**config.mk**
```make
export PLATFORM = sky130hd
export DESIGN_NAME = multicycle_controller
export DESIGN_NICKNAME = d
export VERILOG_FILES = /design/src/rtl/ctrl_pkg.sv /design/src/rtl/wait_timer.sv /design/src/rtl/multicycle_controller.sv
export SDC_FILE = /design/constraint.sdc
export NUM_CORES = 1
export LEC_CHECK = 0
export CORE_MARGIN = 3
export CORE_UTILIZATION = 49
export DETAILED_ROUTE_END_ITERATION = 10
export PLACE_DENSITY = 0.77
export SYNTH_ARGS = -nofsm -noshare
export SYNTH_HDL_FRONTEND = slang
export SYNTH_SLANG_ARGS = --single-unit
```
**constraint.sdc**
```tcl
create_clock -name clk -period 2 [get_ports clk]
set_clock_uncertainty 0.05 [all_clocks]
set_input_delay 0.2 -clock clk [delete_from_list [all_inputs] [get_ports clk]]
set_output_delay 0.2 -clock clk [all_outputs]
set_load 0.02 [all_outputs]
```
**src/rtl/ctrl_pkg.sv**
```systemverilog
// Shared types for the multicycle controller: states, opcodes,
// instruction classes and the Moore strobe decode.
package ctrl_pkg;

    typedef enum logic [3:0] {
        S_IDLE,
        S_FETCH_ADDR,
        S_FETCH_WAIT,
        S_DECODE,
        S_EXEC,
        S_MEM_ADDR,
        S_MEM_WAIT,
        S_WRITEBACK,
        S_RETIRE,
        S_HALT
    } state_t;

    localparam logic [3:0] OP_NOP    = 4'd0;
    localparam logic [3:0] OP_ALU    = 4'd1;
    localparam logic [3:0] OP_LOAD   = 4'd2;
    localparam logic [3:0] OP_STORE  = 4'd3;
    localparam logic [3:0] OP_BRANCH = 4'd4;
    localparam logic [3:0] OP_HALT   = 4'd15;

    typedef enum logic [2:0] {
        C_NOP,
        C_ALU,
        C_LOAD,
        C_STORE,
        C_BRANCH,
        C_HALT
    } iclass_t;

    typedef struct packed {
        logic mar_en;
        logic pc_fetch;
        logic w_en;
        logic mdr_en;
        logic st_en;
        logic wr;
        logic rd;
        logic busy;
        logic halted;
    } moore_t;

    // Strobes that depend only on the state being entered.
    function automatic moore_t moore_out(state_t s, iclass_t c);
        moore_t m;
        m = '0;
        m.busy = (s != S_IDLE) && (s != S_HALT);
        case (s)
            S_FETCH_ADDR: begin
                m.mar_en   = 1'b1;
                m.pc_fetch = 1'b1;
            end
            S_FETCH_WAIT: m.rd = 1'b1;
            S_EXEC:       m.w_en = (c == C_ALU);
            S_MEM_ADDR: begin
                m.mar_en = 1'b1;
                m.mdr_en = (c == C_STORE);
            end
            S_MEM_WAIT: begin
                if (c == C_STORE) begin
                    m.wr    = 1'b1;
                    m.st_en = 1'b1;
                end else begin
                    m.rd = 1'b1;
                end
            end
            S_WRITEBACK:  m.w_en = 1'b1;
            S_HALT:       m.halted = 1'b1;
            default:      ;
        endcase
        return m;
    endfunction

endpackage

```
**src/rtl/wait_timer.sv**
```systemverilog
// Memory wait-state counter; expired flags the TIMEOUT-th idle wait cycle.
module wait_timer #(
    parameter int TIMEOUT = 15
) (
    input  logic clk,
    input  logic reset,
    input  logic clear,
    input  logic count,
    output logic expired
);

    localparam int W = $clog2(TIMEOUT + 1);

    logic [W-1:0] r_cnt;

    always_ff @(posedge clk) begin
        if (reset || clear) begin
            r_cnt <= '0;
        end else if (count) begin
            r_cnt <= r_cnt + W'(1);
        end
    end

    assign expired = count && (r_cnt == W'(TIMEOUT - 1));

endmodule

```
**src/rtl/multicycle_controller.sv**
```systemverilog
// Multicycle fetch/decode/execute/memory/writeback sequencer.
// Define MEM_TIMEOUT_EN to enable the hung-bus timeout (bus_err + HALT).
module multicycle_controller
    import ctrl_pkg::*;
#(
    parameter int WIDTH   = 32,
    parameter int OPW     = 4,
    parameter int CNT_W   = 16,
    parameter int TIMEOUT = 15
) (
    input  logic             clk,
    input  logic             reset,
    input  logic             go_fetch,
    input  logic             mem_ready,
    input  logic [OPW-1:0]   ir_opcode,
    input  logic             branch_taken,
    output logic             mar_en,
    output logic             pc_fetch,
    output logic             pc_en,
    output logic             w_en,
    output logic             ir_en,
    output logic             ld_en,
    output logic             st_en,
    output logic             mdr_en,
    output logic             wr,
    output logic             rd,
    output logic             busy,
    output logic             halted,
    output logic             bus_err,
    output logic [CNT_W-1:0] instr_count
);

    if (OPW < 4) begin : g_bad_opw
        $error("OPW must be at least 4");
    end
    if (TIMEOUT < 1 || WIDTH < 1) begin : g_bad_param
        $error("TIMEOUT and WIDTH must be at least 1");
    end

    state_t           r_state;
    state_t           w_nxt;
    iclass_t          r_class;
    iclass_t          w_cls_dec;
    iclass_t          w_cls;
    moore_t           r_moore;
    logic [CNT_W-1:0] r_count;
    logic             w_expired;
    logic             w_in_wait;
    logic             w_fw_done;
    logic             w_ld_done;

    always_comb begin
        w_cls_dec = C_NOP;
        unique case (1'b1)
            (ir_opcode == OPW'(OP_ALU)):    w_cls_dec = C_ALU;
            (ir_opcode == OPW'(OP_LOAD)):   w_cls_dec = C_LOAD;
            (ir_opcode == OPW'(OP_STORE)):  w_cls_dec = C_STORE;
            (ir_opcode == OPW'(OP_BRANCH)): w_cls_dec = C_BRANCH;
            (ir_opcode == OPW'(OP_HALT)):   w_cls_dec = C_HALT;
            default:                        w_cls_dec = C_NOP;
        endcase
    end

    // Class is captured once in DECODE; later opcode changes are ignored.
    assign w_cls = (r_state == S_DECODE) ? w_cls_dec : r_class;

    always_comb begin
        w_nxt = r_state;
        case (r_state)
            S_IDLE:       if (go_fetch) w_nxt = S_FETCH_ADDR;
            S_FETCH_ADDR: w_nxt = S_FETCH_WAIT;
            S_FETCH_WAIT: begin
                if (mem_ready)      w_nxt = S_DECODE;
                else if (w_expired) w_nxt = S_HALT;
            end
            S_DECODE: begin
                case (w_cls_dec)
                    C_ALU, C_BRANCH: w_nxt = S_EXEC;
                    C_LOAD, C_STORE: w_nxt = S_MEM_ADDR;
                    C_HALT:          w_nxt = S_HALT;
                    default:         w_nxt = S_RETIRE;
                endcase
            end
            S_EXEC:       w_nxt = S_RETIRE;
            S_MEM_ADDR:   w_nxt = S_MEM_WAIT;
            S_MEM_WAIT: begin
                if (mem_ready)
                    w_nxt = (r_class == C_STORE) ? S_RETIRE : S_WRITEBACK;
                else if (w_expired)
                    w_nxt = S_HALT;
            end
            S_WRITEBACK:  w_nxt = S_RETIRE;
            S_RETIRE:     w_nxt = go_fetch ? S_FETCH_ADDR : S_IDLE;
            S_HALT:       w_nxt = S_HALT;
            default:      w_nxt = S_IDLE;
        endcase
    end

    assign w_in_wait = (r_state == S_FETCH_WAIT) || (r_state == S_MEM_WAIT);

`ifdef MEM_TIMEOUT_EN
    logic r_bus_err;

    wait_timer #(
        .TIMEOUT(TIMEOUT)
    ) u_timer (
        .clk    (clk),
        .reset  (reset),
        .clear  (!w_in_wait),
        .count  (w_in_wait && !mem_ready),
        .expired(w_expired)
    );

    always_ff @(posedge clk) begin
        if (reset) begin
            r_bus_err <= 1'b0;
        end else if (w_expired) begin
            r_bus_err <= 1'b1;
        end
    end

    assign bus_err = r_bus_err;
`else
    assign w_expired = 1'b0;
    assign bus_err   = 1'b0;
`endif

    always_ff @(posedge clk) begin
        if (reset) begin
            r_state <= S_IDLE;
            r_class <= C_NOP;
            r_moore <= '0;
            r_count <= '0;
        end else begin
            r_state <= w_nxt;
            r_class <= w_cls;
            r_moore <= moore_out(w_nxt, w_cls);
            if (r_state == S_RETIRE) begin
                r_count <= r_count + CNT_W'(1);
            end
        end
    end

    // Handshake strobes follow mem_ready/branch_taken in the same cycle.
    assign w_fw_done = (r_state == S_FETCH_WAIT) && mem_ready;
    assign w_ld_done = (r_state == S_MEM_WAIT) && (r_class == C_LOAD)
                       && mem_ready;

    assign mar_en      = r_moore.mar_en;
    assign pc_fetch    = r_moore.pc_fetch;
    assign pc_en       = w_fw_done
                         || ((r_state == S_EXEC) && (r_class == C_BRANCH)
                             && branch_taken);
    assign w_en        = r_moore.w_en;
    assign ir_en       = w_fw_done;
    assign ld_en       = w_ld_done;
    assign st_en       = r_moore.st_en;
    assign mdr_en      = r_moore.mdr_en || w_ld_done;
    assign wr          = r_moore.wr;
    assign rd          = r_moore.rd;
    assign busy        = r_moore.busy;
    assign halted      = r_moore.halted;
    assign instr_count = r_count;

endmodule

```
Word-level counts from Yosys, hierarchy flattened
Index checks and enable logic that the tools add are counted.
Widths: inputs -> output; s select.
{"block": "totals", "register_bits": 32, "output_inout_bits": 29, "word_cells": 79}
{"block": "classes", "n_addsub": 1, "eq_ne": 32, "n_mux": 16, "n_bitwise": 2, "reduce_logical": 16}
{"op": "$eq 4x3->1 const B", "n": 9}
{"op": "$pmux 4 s9", "n": 1}
{"op": "$eq 4x2->1 const B", "n": 5}
{"op": "$add 16x1->16 const B", "n": 1}
{"op": "$eq 4x4->1 const B", "n": 4}
{"op": "$mux 4", "n": 4}
{"op": "$eq 3x2->1 const B", "n": 5}
{"op": "$pmux 3 s5", "n": 1}
{"op": "$eq 4x1->1 const B", "n": 3}
{"op": "$pmux 4 s3", "n": 1}
{"op": "$reduce_or 2->1", "n": 6}
{"op": "$eq 3x3->1 const B", "n": 3}
{"op": "$eq 3x1->1 const B", "n": 2}
{"op": "$logic_and 1x1->1", "n": 6}
{"op": "$mux 1", "n": 5}
{"op": "$logic_not 4->1", "n": 1}
{"op": "$ne 4x4->1 const B", "n": 1}
{"op": "$pmux 1 s2", "n": 2}
{"op": "$reduce_bool 4->1", "n": 1}
{"op": "$mux 3", "n": 1}
{"op": "$logic_or 1x1->1", "n": 2}
{"op": "$mux 2", "n": 1}
{"op": "$not 1->1", "n": 2}

Depth between registers and ports, before layout
Gate-level depths: netlist (run 1).
{"block": "logic_depth", "word_depth": 9, "mapped_depth": 6, "depth_no_buf": 5}

Worst setup path before layout (run 1)
OpenSTA, ideal clock, no wires.
{"block": "synth_path", "path_kind": "register to output", "startpoint": "register r_state[0]", "endpoint": "output port mdr_en", "arrival_ns": 1.684, "required_ns": 1.750, "slack_ns": 0.066, "stages_incl_launch_ff": 5, "path_cell_list": "dfxtp_1 -> and2b_1 -> nand2_1 -> nor4b_1 -> or2_2"}
{"block": "synth_via", "elab_chain_cells": 4}
{"element": "start, declared", "line": "multicycle_controller.sv:40", "text": "state_t r_state;"}
{"element": "start signal, assigned", "line": "multicycle_controller.sv:135", "text": "r_state <= w_nxt;"}
{"element": "$eq 4x3->1", "line": "multicycle_controller.sv:146", "text": "assign w_ld_done = (r_state == S_MEM_WAIT) && (r_class == C_LOAD)"}
{"element": "$logic_and 1x1->1", "line": "multicycle_controller.sv:146"}
{"element": "$logic_and 1x1->1", "line": "multicycle_controller.sv:147", "text": "&& mem_ready;"}
{"element": "named net ld_en", "line": "multicycle_controller.sv:22", "text": "output logic ld_en,"}
{"element": "$logic_or 1x1->1", "line": "multicycle_controller.sv:158", "text": "assign mdr_en = r_moore.mdr_en || w_ld_done;"}
{"element": "end, declared", "line": "multicycle_controller.sv:24", "text": "output logic mdr_en,"}
The timed path passes the listed nets, and every way through them passes these cells.

Final worst setup path (run 1)
{"block": "layout_path", "startpoint": "register r_state[3]", "endpoint": "output port pc_en"}
{"block": "layout_via", "elab_chain_cells": 4}
{"element": "$eq 4x3->1", "line": "multicycle_controller.sv:152", "text": "|| ((r_state == S_EXEC) && (r_class == C_BRANCH)"}
{"element": "$logic_and 1x1->1", "line": "multicycle_controller.sv:152"}
{"element": "$logic_and 1x1->1", "line": "multicycle_controller.sv:153", "text": "&& branch_taken);"}
{"element": "$logic_or 1x1->1 (*)", "line": "multicycle_controller.sv:152"}
{"element": "end, declared", "line": "multicycle_controller.sv:19", "text": "output logic pc_en,"}
Every way passes the cells marked *; elsewhere a longest branch is shown, timed or not.

==> results.md, run 1 <==
- Clock latency on the worst-skew pair: 0.33 ns
- Reg clk slew, reported paths: 0.10 ns
- Final hold vios: 0
- Most numerous cell in the Yosys netlist: dfxtp_1
- CP Max Fanout: 13
- NumNets Final: 237
- Yosys reg bits: 31
- Total Wirelength: 3910 um
- Iter 0 DRT Violations: 103
- GP Congestion: 0.856
- Cts-stage hold buffer count: 0
- DRC viols: 0
- IO Count: 38
- Fmax: 0.530 GHz
- Net Count, Synth: 192
- Die area: 0.00392 sq mm
- YS warnings: 0
- Layout cell share with drive strength beyond 1: 0.140
- Min Hold Slack: 0.471 ns
- Final antenna-violating net count: 0
- Ys async rst share: 0
- LEAKAGE: 0.000740 uW
- Pwr/cell area: 672 mW/mm^2
- CP required: 1.75 ns
- Worst path cell trace: buf_4 -> nor4b_2 -> a41oi_1 -> nor2_1 -> clkdlybuf4s15_2
- Seq/Total Area, Yosys: 0.395
- Synth Area in XOR/XNOR: 0.0669
- Ranking of synthesized cells by area: dfxtp_1 (40%), nor2_1 (5.7%), xnor2_1 (5.0%), nor3_1 (3.2%), nand3_1 (2.5%)
- Max_slew headroom: 0.624
- Synth cell count leaders: dfxtp_1 (31), nor2_1 (24), nand2_1 (10), nor3_1 (10), xnor2_1 (9)
- Worst Setup End Kind: output port
- Area grow syn2layout: 34.5%
- Post-synth top area share: 0.395
- CP max stage delay: 0.33 ns
- Diode count: 0
- Largest net degree at the start of global routing: 15
- Post-Syn Area: 0.00157 sq mm
- Core Footprint: 0.00290 sq mm
- CTS Sinks: 31
- Tot GR Track Use: 0.211
- Final period util: 0.943
- RSZ-0062 raised after global routing: false
- Largest family of logic cells by synthesized area: simple AND/OR/NAND/NOR gates
- Wire length per cell: 14.5 um
- EDFF count, synth: 0
- Predominant post-synthesis flop cell: dfxtp_1
- Area fraction in compound gates after synthesis: 0.110
- Status: complete, no violations
- WP data arrival: 1.64 ns
- Global route total overflow: 0
- Vias in the first global route: 1445
- CTS H-tree depth: 2
- Initial antenna violation count: 0
- Root buffer cell: clkbuf_4
- Endpoints failing setup: 0
- Netlist cell types: 45
- Syn Inst Count: 182
- Initial Utilization: 0.541
- Crit path time final: 1.89 ns
- Hpwl dp: 2860 um
- Total Power: 1420 uW
- Largest register FFs: 16
- CTS tree: built
- Mux contribution to synthesized area: 0.0191
- Worst slew pin tran: 0.560 ns
- Crit path kind: reg2out
- CP max-delay cell: dfxtp_1
- Peak supply drop: 0.672 mV
- Max cap viols: 0
- Max Slew Vio Count: 0
- Area leader, netlist: dfxtp_1
- Average size of a mapped cell: 8.63 sq um
- Worst hold path type: reg2reg
- Initial DRT Pass Iterations: 4
- DIE HEIGHT: 62.6 um
- Chip width: 62.6 um
- Simple-gate share of the synthesized area: 0.347
- Port bufs: 36
- Synth Area in Adders: 0.00797
- Cts bufs inserted: 5
- FP Rows: 19
- Startpoint types: flip-flop
- Via count: 1503
- Average vias per placed instance: 5.57
- Max Buffers Root-to-Sink: 2
- First-pass GRT wire length: 6670 um
## cells by family (layout without fill, tap and decap cells)
logic type / after synthesis / after routing
buffers and inverters: 17 / 63
flip-flops: 31 / 31
other: 1 / 1
AND/OR/NAND/NOR: 92 / 92
adder cells (fa/ha/maj): 1 / 1
multiplexers: 3 / 3
XOR/XNOR: 12 / 12
AO/OA/AOI/OAI: 25 / 25
## repair_timing
action                     in CTS  in global routing
pin swaps                       0                  0
setup endpoints to repair       4                  5
hold endpoints to repair        0                  0
cloned                          0                  0
gates resized for setup         7                  4
buffers inserted                0                  0
## cell type report
class                      count  area [sq um]
tap                           42          52.6
multi-input combinational    134           882
timing repair buffer          48           444
inverter                       7          26.3
clock inverter                 2          35.0
fill                         242           788
sequential                    31           621
clock buffer                   6          51.3
## cell usage in the layout (no fill, tap or decap), types with 4 or more instances in the layout
master and count:
nand4b_1 4, nor3_1 10, xnor2_1 9, a21oi_1 7, or3_1 5, clkdlybuf4s50_1 32, inv_1 7, clkbuf_4 5
buf_4 12, nand2_1 10, dfxtp_1 31, nand4_1 4, and3_1 5, o21ai_0 5, nand3_1 8, nor2_1 24
## where the power goes
group | total [uW] | internal [uW] | switching, uW | leakage (uW)
clock network | 510 | 295 | 214 | 0.0000482
logic | 260 | 122 | 138 | 0.000441
registers | 650 | 640 | 10.1 | 0.000251
## metrics by stage
stage | setup TNS (ns) | util | cell area, sq um | worst slack, ns | cells
2_1_floorplan | 0 | - | 1570 | 0.0663 | 182
3_3_place_gp | -0.317 | 0.696 | 2020 | -0.202 | 262
3_5_place_dp | -0.561 | 0.696 | 2020 | -0.274 | 262
4_1_cts | 0 | 0.725 | 2100 | 0.0282 | 270
5_1_grt | 0 | 0.728 | 2110 | 0.0101 | 270
6_report | 0 | 0.728 | 2110 | 0.114 | 270
## worst paths after layout
check / depth (start not counted) / startpoint / slack [ns] / endpoint
max: 5 / r_state[3] / 0.11 / pc_en
max reg2reg: 4 / r_class[0] / 0.15 / pc_fetch
min reg2reg: 2 / instr_count[8] / 0.47 / instr_count[8]
min: 2 / instr_count[8] / 0.47 / instr_count[8]
## worst max-delay path, delay by kind of cell, from the launching register on
family          cells  cell delay [ns]
compound gates      1             0.15
flops               1             0.33
simple gates        2             0.37
buf+inv             2             0.45
## metal layers
metal | part of all wire | vias to the layer above | track usage
met3 | 0.061 | 13 | 0.0719
met5 | 0 | - | 0
met1 | 0.44 | 712 | 0.247
met2 | 0.48 | 47 | 0.350
li1 | - | 731 | -
met4 | 0.019 | 0 | 0.0854
Power figures use the tool's default switching activity.
==> inputs of run 2 (changes only) <==
ABC_AREA = 1   (was not set)
ABC_CLOCK_PERIOD_IN_PS = 2000   (was not set)
CORE_UTILIZATION = 50   (was 49)
==> run 2 against run 1 <==
Against the previous run:
- combinational power decreased by 38%
- critical path depth decreased by 1
- sequential share of layout area decreased by 0.67 points
- critical path type unchanged
- largest power group unchanged
==> results.md, run 2 <==
- Status: complete, no violations
- Commonest non-fill, non-tap cells in the layout: nand2_1 (70), nor2_1 (45), inv_1 (38), clkdlybuf4s50_1 (32), dfxtp_1 (30)
- CTS H-tree depth: 2
- Cts bufs inserted: 5
- Core Footprint: 0.00313 sq mm
- Post-synth top area share: 0.367
- Largest net degree at the start of global routing: 18
- CTS Sinks: 31
- RSZ-0062 raised after global routing: false
- Total Power: 1220 uW
- GP Congestion: 0.874
- Vias in the first global route: 1470
- Final hold vios: 0
- Global route total overflow: 0
- Netlist cell types: 27
- Hpwl dp: 2820 um
- Area grow syn2layout: 28.2%
- DRC viols: 0
- Endpoints failing setup: 0
- FP Rows: 20
- Diode count: 0
- Placed cell areas: 0.00210 sq mm
- Setup bufs post-CTS: 0
- CP max stage delay: 0.45 ns
- First-pass GRT wire length: 6300 um
- Tot GR Track Use: 0.194
- CP required: 1.75 ns
- LEAKAGE: 0.000932 uW
- Synth cell count leaders: nand2_1 (70), nor2_1 (45), inv_1 (38), dfxtp_1 (31), nand3_1 (18)
- Crit path time final: 1.85 ns
- EDFF count, synth: 0
- Most numerous cell in the Yosys netlist: nand2_1
- Total Wirelength: 3730 um
- YS warnings: 0
- DIE HEIGHT: 64.1 um
- Post-layout util: 0.692
- Initial DRT Pass Iterations: 4
- Max Buffers Root-to-Sink: 2
- Wire length per cell: 10.7 um
- Initial Utilization: 0.540
- Min Hold Slack: 0.452 ns
- Peak supply drop: 0.386 mV
- Area leader, netlist: dfxtp_1
- Max Slew Vio Count: 0
- Worst path cell trace: nand2_1 -> nor3_2 -> or2_2 -> dlygate4sd2_1
- Net Count, Synth: 274
- Max cap viols: 0
- Largest register FFs: 16
- Die area: 0.00411 sq mm
- Port bufs: 36
- IO Count: 38
- Fmax: 0.540 GHz
- Startpoint types: flip-flop
- Fin area: 0.00217 sq mm
- Root buffer cell: clkbuf_4
- Worst Setup End Kind: output port
- Final period util: 0.925
- Predominant post-synthesis flop cell: dfxtp_1
- Crit path kind: reg2out
- Post-Syn Area: 0.00169 sq mm
- Chip width: 64.1 um
- WP data arrival: 1.60 ns
- Layout cell share with drive strength beyond 1: 0.0918
- Clock latency on the worst-skew pair: 0.33 ns
- Pwr/cell area: 562 mW/mm^2
- Average vias per placed instance: 4.87
- Ranking of synthesized cells by area: dfxtp_1 (37%), nand2_1 (16%), nor2_1 (10%), inv_1 (8.4%), nand3_1 (5.3%)
- TNS Setup: 0 ns
- Initial antenna violation count: 0
- Cts-stage hold buffer count: 0
- Reg clk slew, reported paths: 0.09 ns
- Via count: 1699
- CP max-delay cell: dfxtp_1
- Seq/Total Area, Yosys: 0.367
- CP Max Fanout: 7
- Fill cells: 292
- Commonest non-fill, non-tap cell in the layout: nand2_1
- CTS tree: built
- Average size of a mapped cell: 6.40 sq um
- Ys async rst share: 0
- Final antenna-violating net count: 0
- Syn Inst Count: 264
- Yosys reg bits: 31
- NumNets Final: 314
- Worst hold path type: reg2reg
- Iter 0 DRT Violations: 101
## run 2: cell count changes after synthesis, moves of 4 or more
cell	previous run	this run
inv_1	7	38
xnor2_1	9	1
nor3_1	10	6
nand4b_1	4	0
nor2_2	0	5
nand2_1	10	70
and3_1	5	1
nand3_1	8	18
or3_1	5	0
nor2_1	24	45
## run 2: cell families (layout without fill, tap and decap cells)
kind of cell	after synthesis	after routing	share of synthesized area
simple gates	164	164	0.439
buf+inv	44	85	0.103
flops	31	31	0.367
compound gates	19	19	0.0600
xor+xnor	4	4	0.0207
fa+ha+maj	1	1	0.00741
other cells	1	1	0.00222
## run 2: final timing paths
kind                            slack [ns]              end  cells past startpoint           start
worst min-delay path                  0.45   instr_count[8]                      2  instr_count[8]
worst max-delay path                  0.15           mdr_en                      4      r_state[1]
worst max register to register        0.33  instr_count[12]                      8      r_state[1]
worst min register to register        0.45   instr_count[8]                      2  instr_count[8]
## run 2: what timing repair did
| item | in CTS | in global routing |
|---|---|---|
| endpoints found under the hold margin | 0 | 0 |
| pin swaps | 0 | 0 |
| setup endpoints to repair | 4 | 1 |
| resized for setup | 4 | 2 |
## run 2: final cells by class
class                   instances  area [sq um]  area share
repair buffers                 39           378       0.174
multi-input cells             189           900       0.415
well taps                      44          55.1      0.0254
flip-flops and latches         31           622       0.287
clock buffers                   8          68.8      0.0318
inverters                      38           143      0.0659
## run 2: critical path: cells and delay by family (launching register included)
family                 cells  cell delay, ns
DFF                        1            0.45
and+or+nand+nor            3            0.49
buffers and inverters      1            0.32
## run 2: where the power goes
part,switching (uW),leakage [uW],total (uW),internal (uW)
logic,98.5,0.000643,162,63.6
registers,11.1,0.000251,643,632
clock network,205,0.0000386,412,207
## run 2: routing by layer
layer,vias to the layer above,part of all wire,GRT usage
met2,48,0.42,0.280
met1,745,0.51,0.279
li1,900,-,-
met3,6,0.060,0.0422
met5,-,0,0
met4,0,0.011,0.0792
## run 2: metrics by stage
| stage | cells | setup slack, ns |
|---|---|---|
| 2_1_floorplan | 264 | 0.391 |
| 3_3_place_gp | 341 | 0.0346 |
| 3_5_place_dp | 341 | -0.0356 |
| 4_1_cts | 349 | 0.0795 |
| 5_1_grt | 349 | 0.0397 |
| 6_report | 349 | 0.150 |
